`config.mk`:
```
export PLATFORM = sky130hd
export DESIGN_NAME = pipe_stage_latch
export DESIGN_NICKNAME = d
export VERILOG_FILES = /design/src/rtl/pipe_pkg.sv /design/src/rtl/pipe_entry.sv /design/src/rtl/pipe_stage_latch.sv
export SDC_FILE = /design/constraint.sdc
export NUM_CORES = 1
export LEC_CHECK = 0
export ABC_AREA = 1
export BUFFER_PORTS_ARGS = -buffer_cell sky130_fd_sc_hd__buf_4
export CORE_MARGIN = 3
export CORE_UTILIZATION = 50
export DETAILED_ROUTE_END_ITERATION = 7
export PLACE_DENSITY = 0.83
export SLEW_MARGIN = 20
export SYNTH_ARGS = -nofsm -noshare
export SYNTH_HDL_FRONTEND = slang
export SYNTH_HIERARCHICAL = 1
export SYNTH_SLANG_ARGS = --single-unit
```
`constraint.sdc`:
```
create_clock -name clock -period 2.5 [get_ports clock]
set_clock_uncertainty 0.15 [all_clocks]
set_input_delay 0 -clock clock [delete_from_list [all_inputs] [get_ports clock]]
set_output_delay 0 -clock clock [all_outputs]
set_load 0.1 [all_outputs]
```
`src/rtl/pipe_pkg.sv`:
```
// Shared definitions for the inter-stage pipeline latch: occupancy state codes,
// default bubble instruction word and bus-width helper.
package pipe_pkg;

    localparam logic [1:0] ST_EMPTY = 2'd0;
    localparam logic [1:0] ST_ONE   = 2'd1;
    localparam logic [1:0] ST_TWO   = 2'd2;

    localparam logic [31:0] NOP_DEFAULT = 32'h0000_0000;

    function automatic int bus_width(input int data_width, input int num_fields);
        return data_width * num_fields;
    endfunction

endpackage

```
`src/rtl/pipe_entry.sv`:
```
// One latch entry: a wide data register that loads only when told to.
// Clears asynchronously so no stale word survives reset.
module pipe_entry #(
    parameter int WIDTH = 96
) (
    input  logic             clock,
    input  logic             reset,
    input  logic             load,
    input  logic [WIDTH-1:0] d,
    output logic [WIDTH-1:0] q
);

    always_ff @(posedge clock or posedge reset) begin
        if (reset) begin
            q <= '0;
        end else if (load) begin
            q <= d;
        end
    end

endmodule

```
`src/rtl/pipe_stage_latch.sv`:
```
// Valid/ready pipeline stage latch with optional two-entry skid, flush and NOP bubbles.
// One cycle latency; with SKID=1 in_ready is registered, with SKID=0 it follows out_ready.
module pipe_stage_latch
    import pipe_pkg::*;
#(
    parameter int                    DATA_WIDTH = 32,
    parameter int                    NUM_FIELDS = 3,
    parameter int                    NOP_FIELD  = 0,
    parameter logic [DATA_WIDTH-1:0] NOP_VALUE  = DATA_WIDTH'(NOP_DEFAULT),
    parameter bit                    SKID       = 1'b1,
    localparam int                   W          = bus_width(DATA_WIDTH, NUM_FIELDS)
) (
    input  logic         clock,
    input  logic         reset,
    input  logic         in_valid,
    output logic         in_ready,
    input  logic [W-1:0] in_data,
    input  logic         flush,
    output logic         out_valid,
    input  logic         out_ready,
    output logic [W-1:0] out_data,
    output logic [1:0]   occupancy
);

    logic [1:0]   state;
    logic [1:0]   state_nxt;
    logic         load_main;
    logic         main_from_skid;
    logic         fire_in;
    logic         fire_out;
    logic [W-1:0] main_q;
    logic [W-1:0] skid_q;
    logic [W-1:0] bubble;

    assign out_valid = (state != ST_EMPTY);
    assign occupancy = state;
    assign in_ready  = SKID ? (state != ST_TWO) : (!out_valid || out_ready);
    assign fire_in   = in_valid && in_ready;
    assign fire_out  = out_valid && out_ready;

    always_ff @(posedge clock or posedge reset) begin
        if (reset) begin
            state <= ST_EMPTY;
        end else begin
            state <= state_nxt;
        end
    end

    always_comb begin
        state_nxt      = state;
        load_main      = 1'b0;
        main_from_skid = 1'b0;
        case (state)
            ST_EMPTY: begin
                if (fire_in) begin
                    load_main = 1'b1;
                    state_nxt = ST_ONE;
                end
            end
            ST_ONE: begin
                if (fire_in && fire_out) begin
                    load_main = 1'b1;
                end else if (fire_in && SKID) begin
                    state_nxt = ST_TWO;
                end else if (fire_out) begin
                    state_nxt = ST_EMPTY;
                end
            end
            ST_TWO: begin
                if (fire_out) begin
                    load_main      = 1'b1;
                    main_from_skid = 1'b1;
                    state_nxt      = ST_ONE;
                end
            end
            default: state_nxt = ST_EMPTY;
        endcase
        // Flush wins over every transfer, including a same-cycle accept.
        if (flush) begin
            state_nxt = ST_EMPTY;
            load_main = 1'b0;
        end
    end

    pipe_entry #(.WIDTH(W)) u_main (
        .clock (clock),
        .reset (reset),
        .load  (load_main),
        .d     (main_from_skid ? skid_q : in_data),
        .q     (main_q)
    );

    generate
        if (SKID) begin : g_skid
            pipe_entry #(.WIDTH(W)) u_skid (
                .clock (clock),
                .reset (reset),
                .load  (!flush && (state == ST_ONE) && fire_in && !fire_out),
                .d     (in_data),
                .q     (skid_q)
            );
        end else begin : g_no_skid
            assign skid_q = '0;
        end
    endgenerate

    always_comb begin
        bubble = '0;
        bubble[NOP_FIELD*DATA_WIDTH +: DATA_WIDTH] = NOP_VALUE;
    end

    assign out_data = out_valid ? main_q : bubble;

endmodule

```
# Word-level counts from Yosys, hierarchy flattened
# Cells that the tools add are included.
# Widths: inputs -> output; s select.
[totals]
register_bits = 194
input_bits = 101
[op_classes]
eq_ne = 7
muxes = 15
n_reduce_logical = 11
[op_table]
columns = ["cell", "n"]
rows = [
  ["$mux 96", 2],
  ["$mux 2", 6],
  ["$ne 3x3->1 const B", 3],
  ["$logic_and 1x1->1", 6],
  ["$pmux 2 s3", 1],
  ["$mux 1", 5],
  ["$ne 4x4->1 const B", 1],
  ["$reduce_and 4->1", 1],
  ["$pmux 1 s3", 1],
  ["$eq 2x1->1 const B", 1],
  ["$eq 2x2->1 const B", 1],
  ["$logic_not 1->1", 2],
  ["$logic_not 2->1", 1],
  ["$ne 2x2->1 const B", 1],
  ["$reduce_bool 2->1", 1],
]

# Logic depth before layout (Yosys ltp)
# Gate-level depths: netlist of the first run.
[logic_depth]
word_depth = 7
depth_mapped = 12
mapped_depth_nobuf = 8

# Modules after synthesis
# Netlist of the first run, hierarchy kept.
[by_module_without_submodules]
columns = ["mod", "instances", "cells_each", "area_per_inst_um2", "seq_area_each_um2"]
rows = [
  ["pipe_entry", 2, 407, 3633.5, 2402.3],
  ["pipe_stage_latch", 1, 544, 2162.1, 50.0],
]

# Worst setup path before layout of the first run
# OpenSTA, ideal clock, no wires.
[synth_path]
kind = "reg-to-reg"
from = "register state[1] (netlist: occupancy[1])"
to = "register u_main.q[55]"
setup_ns = 0.116
arrival_time_ns = 2.794
required_time_ns = 2.234
slack_ns = -0.561
stages_incl_launch_ff = 12
n_path_buf = 4
synth_period_minus_slack_ns = 3.061
cell_sequence = "dfrtp_1 > nand2_2 > nor2_4 > inv_2 > buf_2 > a21oi_1 > buf_4 > inv_4 > buf_6 > buf_4 > nand2_1 > nand2_1"
[synth_between]
elab_chain_len = 6
[synth_rtl]
columns = ["item", "line_no", "source"]
rows = [
  ["start: declaration", "pipe_stage_latch.sv:25", "logic [1:0] state;"],
  ["start signal: assignment", "pipe_stage_latch.sv:45", "state <= state_nxt;"],
  ["$ne 2x2->1 *", "pipe_stage_latch.sv:37", "assign in_ready = SKID ? (state != ST_TWO) : (!out_valid || out_ready);"],
  ["named net in_ready", "pipe_stage_latch.sv:16", "output logic in_ready,"],
  ["$logic_and 1x1->1 *", "pipe_stage_latch.sv:38", "assign fire_in = in_valid && in_ready;"],
  ["$logic_and 1x1->1", "pipe_stage_latch.sv:61", "if (fire_in && fire_out) begin"],
  ["$mux 1", "pipe_stage_latch.sv:61", ""],
  ["$pmux 1 s3 *", "pipe_stage_latch.sv:53", "case (state)"],
  ["$mux 1 *", "pipe_stage_latch.sv:79", "if (flush) begin"],
  ["named net load_main", "pipe_stage_latch.sv:27", "logic load_main;"],
  ["end signal: assignment", "pipe_entry.sv:15", "q <= '0;"],
  ["end signal: assignment", "pipe_entry.sv:17", "q <= d;"],
  ["end: declaration", "pipe_entry.sv:10", "output logic [WIDTH-1:0] q"],
]
# The timed path passes the listed nets; every way through them passes the cells marked *.
# A chain may end at the register's enable or synchronous reset.

# Worst setup path in the final report of the first run
[layout_path]
from = "register state[0] (netlist: occupancy[0])"
to = "register u_main.q[13]"
[layout_between]
elab_chain_len = 6
[layout_rtl]
columns = ["item", "line_no"]
rows = [
  ["$ne 2x2->1 or $reduce_bool 2->1 (tied branches)", "pipe_stage_latch.sv:37, pipe_stage_latch.sv:35"],
  ["$logic_and 1x1->1 (on tied branches)", "pipe_stage_latch.sv:38, pipe_stage_latch.sv:39"],
  ["$logic_and 1x1->1", "pipe_stage_latch.sv:61"],
  ["$mux 1", "pipe_stage_latch.sv:61"],
  ["$pmux 1 s3 *", "pipe_stage_latch.sv:53"],
  ["$mux 1 *", "pipe_stage_latch.sv:79"],
  ["named net load_main", "pipe_stage_latch.sv:27"],
]
# Marks and branches as above.

==> results by group, run 1 <==
Outcome
  • Status: finished, final reports clean

Synth
  • Post-synthesis cell area: ~0.0094 mm2
  • Share of the synthesized area in the top cell type: 51.5%
  • Synth area leader: dfrtp_1
  • Sequential share of the synthesized area: 51.5%
  • Netlist cell types: 17
  • Post-synthesis area per instance: 6.94 um2
  • Mapped Nets: 1459
  • Cells after synthesis: 1358
  • FF+latch count, synth: 194
  • Synth Warn #: 6
  • Synth area leaders: dfrtp_1 51%, nand2_1 35%, inv_1 4.1%

Global routing
  • GRT Total Usage: 26.1%
  • Pin count of the biggest net entering global routing: 98
  • Antenna violations before repair: 0
  • First-pass GRT wire length: 43200 um
  • Vias in the first global route: 8907
  • Congestion Overflow GR: 0

Place
  • Placed Cells incl. Taps: 1724
  • Post-DP HPWL: 14400 um
  • Port Buffer Count: 200
  • Cell Area, Placed: ~0.011 mm2
  • RePlAce Congestion: 0.779

Hold path
  • Hold Crit Class: in2async

Cells and area
  • Layout cells sized above 1: 16.7%
  • Commonest cells after routing, fill and taps aside: 872 x nand2_1, 203 x buf_4, 192 x dfrtp_1, 102 x inv_1, 101 x dlygate4sd3_1
  • Final net count: around 1700
  • Reg area: 0.00486 mm2
  • Most common cell after layout, fill and taps aside: nand2_1
  • FILL cells: 1373
  • Area grow syn2layout: 34.3%
  • Final Non-Filler Cells: 1859
  • Multi-input combinational cell area: 0.00379 mm2
  • Fin area: about 0.013 mm2

Power and ir drop
  • Seq pwr share: 38.1%
  • Power Dens Cells: a little over 1000 mW/mm2
  • Switching share of total power: between 40% and 50%
  • P_sw: 5.72 mW
  • Maximum VDD drop: 523 uV
  • Leakage power: 7.30 nW
  • Clock power frac: between 20 and 25%
  • Combinational Power Share: 38.9%
  • Tot Pwr: around 13 mW
  • Int Power: 7.39 mW

Clocking
  • Clk Latency, worst-skew pair: 0.42 ns
  • Root Buffer: clkbuf_16
  • Post-CTS setup buffer count: 0
  • Hold buffers post-CTS: 101
  • H-tree levels: 4
  • Clock sink count: slightly below 200
  • CTS tree: yes
  • Clock Tree Buf Depth: 2
  • Resized Gates After CTS: 0
  • Worst-path clk slew: 0.07 ns
  • Num CTS Buffers: 17

Floorplan
  • Die width: 143 um
  • Initial Utilization: 51.6%
  • Std cell rows: just under 50
  • Chip height: 143 um
  • Boundary Pins: 201
  • Core ar.: 0.0183 mm2
  • Die ar.: approximately 0.021 mm2

Timing
  • Final Max Slew Viols: 0
  • Relative slew slack: between 20% and 30%
  • Fin Hold WS: 0.0710 ns
  • Final-report setup violation count: 0
  • Final min period: 2.32 ns
  • Final period util: 92.9%
  • Worst slew pin tran: 1.08 ns
  • RSZ-0062 raised after global routing: false
  • Setup TNS: 0 ns
  • Final hold vios: 0
  • Fmax: between 400 and 500 MHz

Critical path
  • Crit path DAT: 2.53 ns
  • CP Capture Type: register
  • Type of the worst setup path: reg2reg
  • R2r setup slk: approximately 0.18 ns
  • R2r endpoint: u_main/q[13]
  • Worst-path fanout max: 96
  • Worst path required time: ~2.7 ns
  • Worst reg2reg path startpoint: occupancy[0]
  • Crit start category: register
  • FF-to-FF path depth: 6

Route
  • Vias per cell: around 4.9
  • Residual DRC: 0
  • WL/cell: 14.1 um
  • DRT Pass-1 Iters: 7
  • Initial DRC Count: 714
  • Vias: 9192
  • Remaining antenna violation count: 0
  • WL final: 26300 um

Flow run
  • Max Cap Violations: 0
==> state kept, by name, indices dropped and copies added, names as in the netlist <==
name	flops
occupancy	2
g_skid.u_skid/q	96
u_main/q	96
==> worst max-delay path by stage <==
stage                       startpoint            to  slack [ns]  cells after the start
final                     occupancy[0]  u_main/q[13]        0.18                      6
after floorplan           occupancy[0]  out_data[84]       -0.15                      4
after detailed placement  occupancy[0]  u_main/q[77]        0.31                      6
after CTS                 occupancy[0]  u_main/q[13]        0.24                      6
after global routing      occupancy[0]  u_main/q[13]        0.08                      6
after global placement    occupancy[0]  u_main/q[38]        0.41                      6
==> metrics by stage <==
step | setup WS [ns] | util, %
final | 0.177 | 69.3
after floorplan | -0.153 | -
after global routing | 0.0823 | 69.3
after detailed placement | 0.309 | 60.2
after global placement | 0.407 | 60.2
after CTS | 0.244 | 69.3
==> power groups by stage <==
stage	Combinational [mW]	Clock [mW]	Sequential [mW]
after floorplan	3.95	0	4.88
after global placement	4.81	0	4.96
after detailed placement	4.93	0	5.01
after CTS	5.08	3.06	4.97
after global routing	5.51	3.20	5.13
final	5.10	3.01	5.00
==> metal layers <==
metal | share of wire (%) | routed length [um] | GRT usage [%] | vias up
met5 | 0 | 0 | 0 | -
met4 | 3.0 | 795 | 11.1 | 0
met3 | 5.8 | 1520 | 4.06 | 69
met2 | 50 | 13200 | 44.7 | 390
met1 | 41 | 10700 | 33.2 | 4276
li1 | - | - | - | 4457
==> worst max-delay path, cell delays in order, from the launching register on <==
cell and delay, ns:
dfrtp_2 0.44, inv_2 0.07, o21ai_0 0.33, a21oi_4 0.13
inv_4 0.75, nand2_1 0.21, nand2_1 0.15
==> synthesized netlist by cell type (all sizes together) <==
cell type,n
nand4,1
a21oi,1
o21ai,2
nor2,105
nand3,2
dfrtp,194
clkbuf,6
buf,66
nand2,873
inv,108
==> cell type report <==
cell class              instances  area share, %
clock inverters                15           1.81
diodes                          2         0.0395
flip-flops and latches        194           38.3
inverters                     108           3.31
clock buffers                  17           3.36
multi-input cells             984           29.9
repair buffers                310           21.0
well taps                     229           2.26
==> cells by family after synthesis <==
family / count (synthesis) / synth area share [%]
AOI/OAI and AO/OA: 3 / 0.159
and+or+nand+nor: 981 / 39.2
DFF: 194 / 51.5
buffers and inverters: 180 / 9.12
No activity file was read; power rests on OpenSTA's default activity.
==> run 2, diff against run 1 <==
--- a/config.mk
+++ b/config.mk
@@ -7,7 +7,7 @@
 export LEC_CHECK = 0
 export ABC_AREA = 1
 export BUFFER_PORTS_ARGS = -buffer_cell sky130_fd_sc_hd__buf_4
-export CORE_MARGIN = 3
+export CORE_MARGIN = 1.5
 export CORE_UTILIZATION = 50
 export DETAILED_ROUTE_END_ITERATION = 7
 export PLACE_DENSITY = 0.83
@@ -16,3 +16,4 @@
 export SYNTH_HDL_FRONTEND = slang
 export SYNTH_HIERARCHICAL = 1
 export SYNTH_SLANG_ARGS = --single-unit
+export TNS_END_PERCENT = 10
==> constraint.sdc (replaced) <==
create_clock -name clock -period 2 [get_ports clock]
set_clock_uncertainty 0.15 [all_clocks]
set_input_delay 0 -clock clock [delete_from_list [all_inputs] [get_ports clock]]
set_output_delay 0 -clock clock [all_outputs]
set_load 0.1 [all_outputs]
==> results by group, run 2 (synthesis gave the netlist of run 1 again) <==
Outcome
  • Status: finished, final reports clean

Power and ir drop
  • Combinational Power Share: 41.5% (+2.6 points)
  • Seq pwr share: 37.4% (-0.7 points)
  • Switching share of total power: 43.7% (+0.11 points)
  • Maximum VDD drop: 944 uV (+81%)
  • Leakage power: 7.45 nW (+2.0%)
  • Clock power frac: 21.1% (-1.9 points)
  • Power Dens Cells: 1260 mW/mm2 (+22%)
  • Int Power: 9.40 mW (+27%)
  • P_sw: 7.31 mW (+28%)

Global routing
  • GR peak layer: met2
  • Met2 usage: 46.6% (+1.9 points)
  • Antenna violations before repair: 0 (unchanged)
  • GRT met1 Usage: 32.9% (-0.25 points)
  • Met3 GRT Util: 3.83% (-0.23 points)
  • Pin count of the biggest net entering global routing: 97 (-1.0%)
  • Congestion Overflow GR: 0 (unchanged)
  • GRT Total Usage: 27.1% (+0.98 points)
  • First-pass GRT wire length: 42600 um (-1.5%)
  • Vias in the first global route: 8978 (+0.80%)

Clocking
  • Worst-path clk slew: 0.06 ns (about the same)
  • Clk Latency, worst-skew pair: 0.43 ns (about the same)
  • Clock sink count: 194 (unchanged)
  • Root Buffer: clkbuf_16
  • Clock Tree Buf Depth: 2 (unchanged)
  • H-tree levels: 4 (unchanged)
  • Num CTS Buffers: 17 (unchanged)
  • CTS tree: yes

Floorplan
  • Std cell rows: 50 (+2.0%)
  • Core ar.: 0.0186 mm2 (+1.7%)
  • Chip height: 140 um (-2.1%)
  • Boundary Pins: 201 (unchanged)
  • Initial Utilization: 50.7% (-0.86 points)
  • Die width: 140 um (-2.1%)
  • Die ar.: 0.0197 mm2 (-4.1%)

Timing
  • Fin Hold WS: 0.120 ns (+0.0486 ns)
  • Final-report setup violation count: 0 (unchanged)
  • Final Max Slew Viols: 0 (unchanged)
  • Relative slew slack: 65.7% (+37 points)
  • Final period util: a little over nine tenths
  • Fmax: 509 MHz
  • RSZ-0062 raised after global routing: true
  • Worst slew pin tran: 0.514 ns (-0.562 ns)
  • Final min period: 1.97 ns
  • Final hold vios: 0 (unchanged)

Critical path
  • Crit start category: register
  • Crit. Startpoint: occupancy[1]
  • CP Capture Type: output port
  • Worst reg2reg path startpoint: occupancy[0]
  • Worst-path fanout max: 21 (-78%)
  • Crit path DAT: 1.82 ns (-0.71 ns)
  • Type of the worst setup path: reg2out
  • Worst path required time: 1.85 ns (-0.85 ns)

Cells and area
  • Most common cell after layout, fill and taps aside: nand2_1
  • Final Non-Filler Cells: 1880 (+1.1%)
  • Layout cells sized above 1: 21.8% (+5.1 points)
  • Commonest cells after routing, fill and taps aside: 872 x nand2_1, 192 x dfrtp_1, 185 x buf_4, 102 x inv_1, 101 x dlygate4sd3_1
  • Final net count: 1733 (+0.99%)
  • Area grow syn2layout: 40.6%

Place
  • Post-DP HPWL: 14800 um (+2.6%)
  • Port Buffer Count: 200 (unchanged)
  • RePlAce Congestion: 0.802 (+3.0%)
  • Placed Cells incl. Taps: 1740 (+0.93%)

Route
  • WL/cell: 14.2 um (+0.51%)
  • Vias: 9242 (+0.54%)
  • Residual DRC: 0 (unchanged)
  • Initial DRC Count: 711 (-0.42%)
  • Remaining antenna violation count: 0 (unchanged)
  • WL final: 26700 um (+1.6%)
  • Vias per cell: 4.92 (-0.58%)
  • DRT Pass-1 Iters: 5 (-2)

Flow run
  • Max Cap Violations: 0 (unchanged)

Hold path
  • Hold Crit Class: in2async
==> run 2: changes by cell type in the layout (fill, tap and decap cells not counted), moves of 3 or more <==
| cell | before | now |
|---|---|---|
| nor2_1 | 84 | 12 |
| nor2_2 | 18 | 83 |
| buf_6 | 0 | 23 |
| buf_4 | 203 | 185 |
| nor2_4 | 3 | 10 |
| buf_12 | 6 | 11 |
| clkbuf_8 | 0 | 4 |
| buf_16 | 0 | 3 |
| clkbuf_1 | 0 | 3 |
| clkbuf_16 | 17 | 20 |
| inv_4 | 2 | 5 |
| inv_6 | 3 | 0 |
==> run 2: cell type report <==
class	count	area [um2]
fillers	1323	5320
diodes	1	2.50
clock buffers	24	492
multi-input cells	984	4010
repair buffers	327	3050
clock inverters	8	125
flip-flops and latches	194	4860
well taps	234	293
inverters	108	422
==> run 2: metrics by stage <==
stage,util (%),worst slack [ns],TNS [ns],instance area [um2],power [mW]
after CTS,70.3,0.000979,0,13100,16.5
final,71.4,0.0335,0,13300,16.7
after detailed placement,61.4,0.0663,0,11400,12.7
after global routing,71.4,-0.0204,-0.379,13300,17.6
after global placement,61.4,0.123,0,11400,12.5
after floorplan,-,-0.655,-84.37,9750,11.3
==> run 2: what timing repair did <==
action / CTS / global route
hold buffers: 101 / 0
resized for setup: 8 / 27
pin swaps: 0 / 3
setup endpoints to repair: 8 / 165
cloned: 0 / 3
hold endpoints to repair: 388 / 0
buffers inserted: 0 / 3
==> run 2: path summary, 6_finish.rpt <==
path	to	slack [ns]	depth (start not counted)
setup / recovery	out_data[11]	0.03	5
hold / removal	u_main/q[1]	0.12	4
min in group clock	g_skid.u_skid/q[18]	0.18	4
setup reg to reg	u_main/q[65]	0.09	9
max in group asynchronous	occupancy[1]	1.10	4
hold reg to reg	u_main/q[66]	0.32	2
==> run 2: power groups by stage <==
stage          clock (mW)  sequential (mW)  combinational (mW)
3_3_place_gp            0             6.20                6.34
5_1_grt              3.75             6.41                7.43
3_5_place_dp            0             6.25                6.47
6_report             3.53             6.25                6.93
2_1_floorplan           0             6.11                5.19
4_1_cts              3.59             6.21                6.68
==> run 2: routing by layer <==
layer | wire, um | vias up
met5 | 0 | -
met4 | 1100 | 0
met3 | 1540 | 86
met2 | 13400 | 385
met1 | 10700 | 4286
li1 | - | 4485
==> run 2: critical path: stages (launching register included) <==
cell and delay [ns]:
dfrtp_4 0.54, nor2_4 0.17, buf_4 0.15, clkbuf_16 0.24, nor2_2 0.05, buf_4 0.23
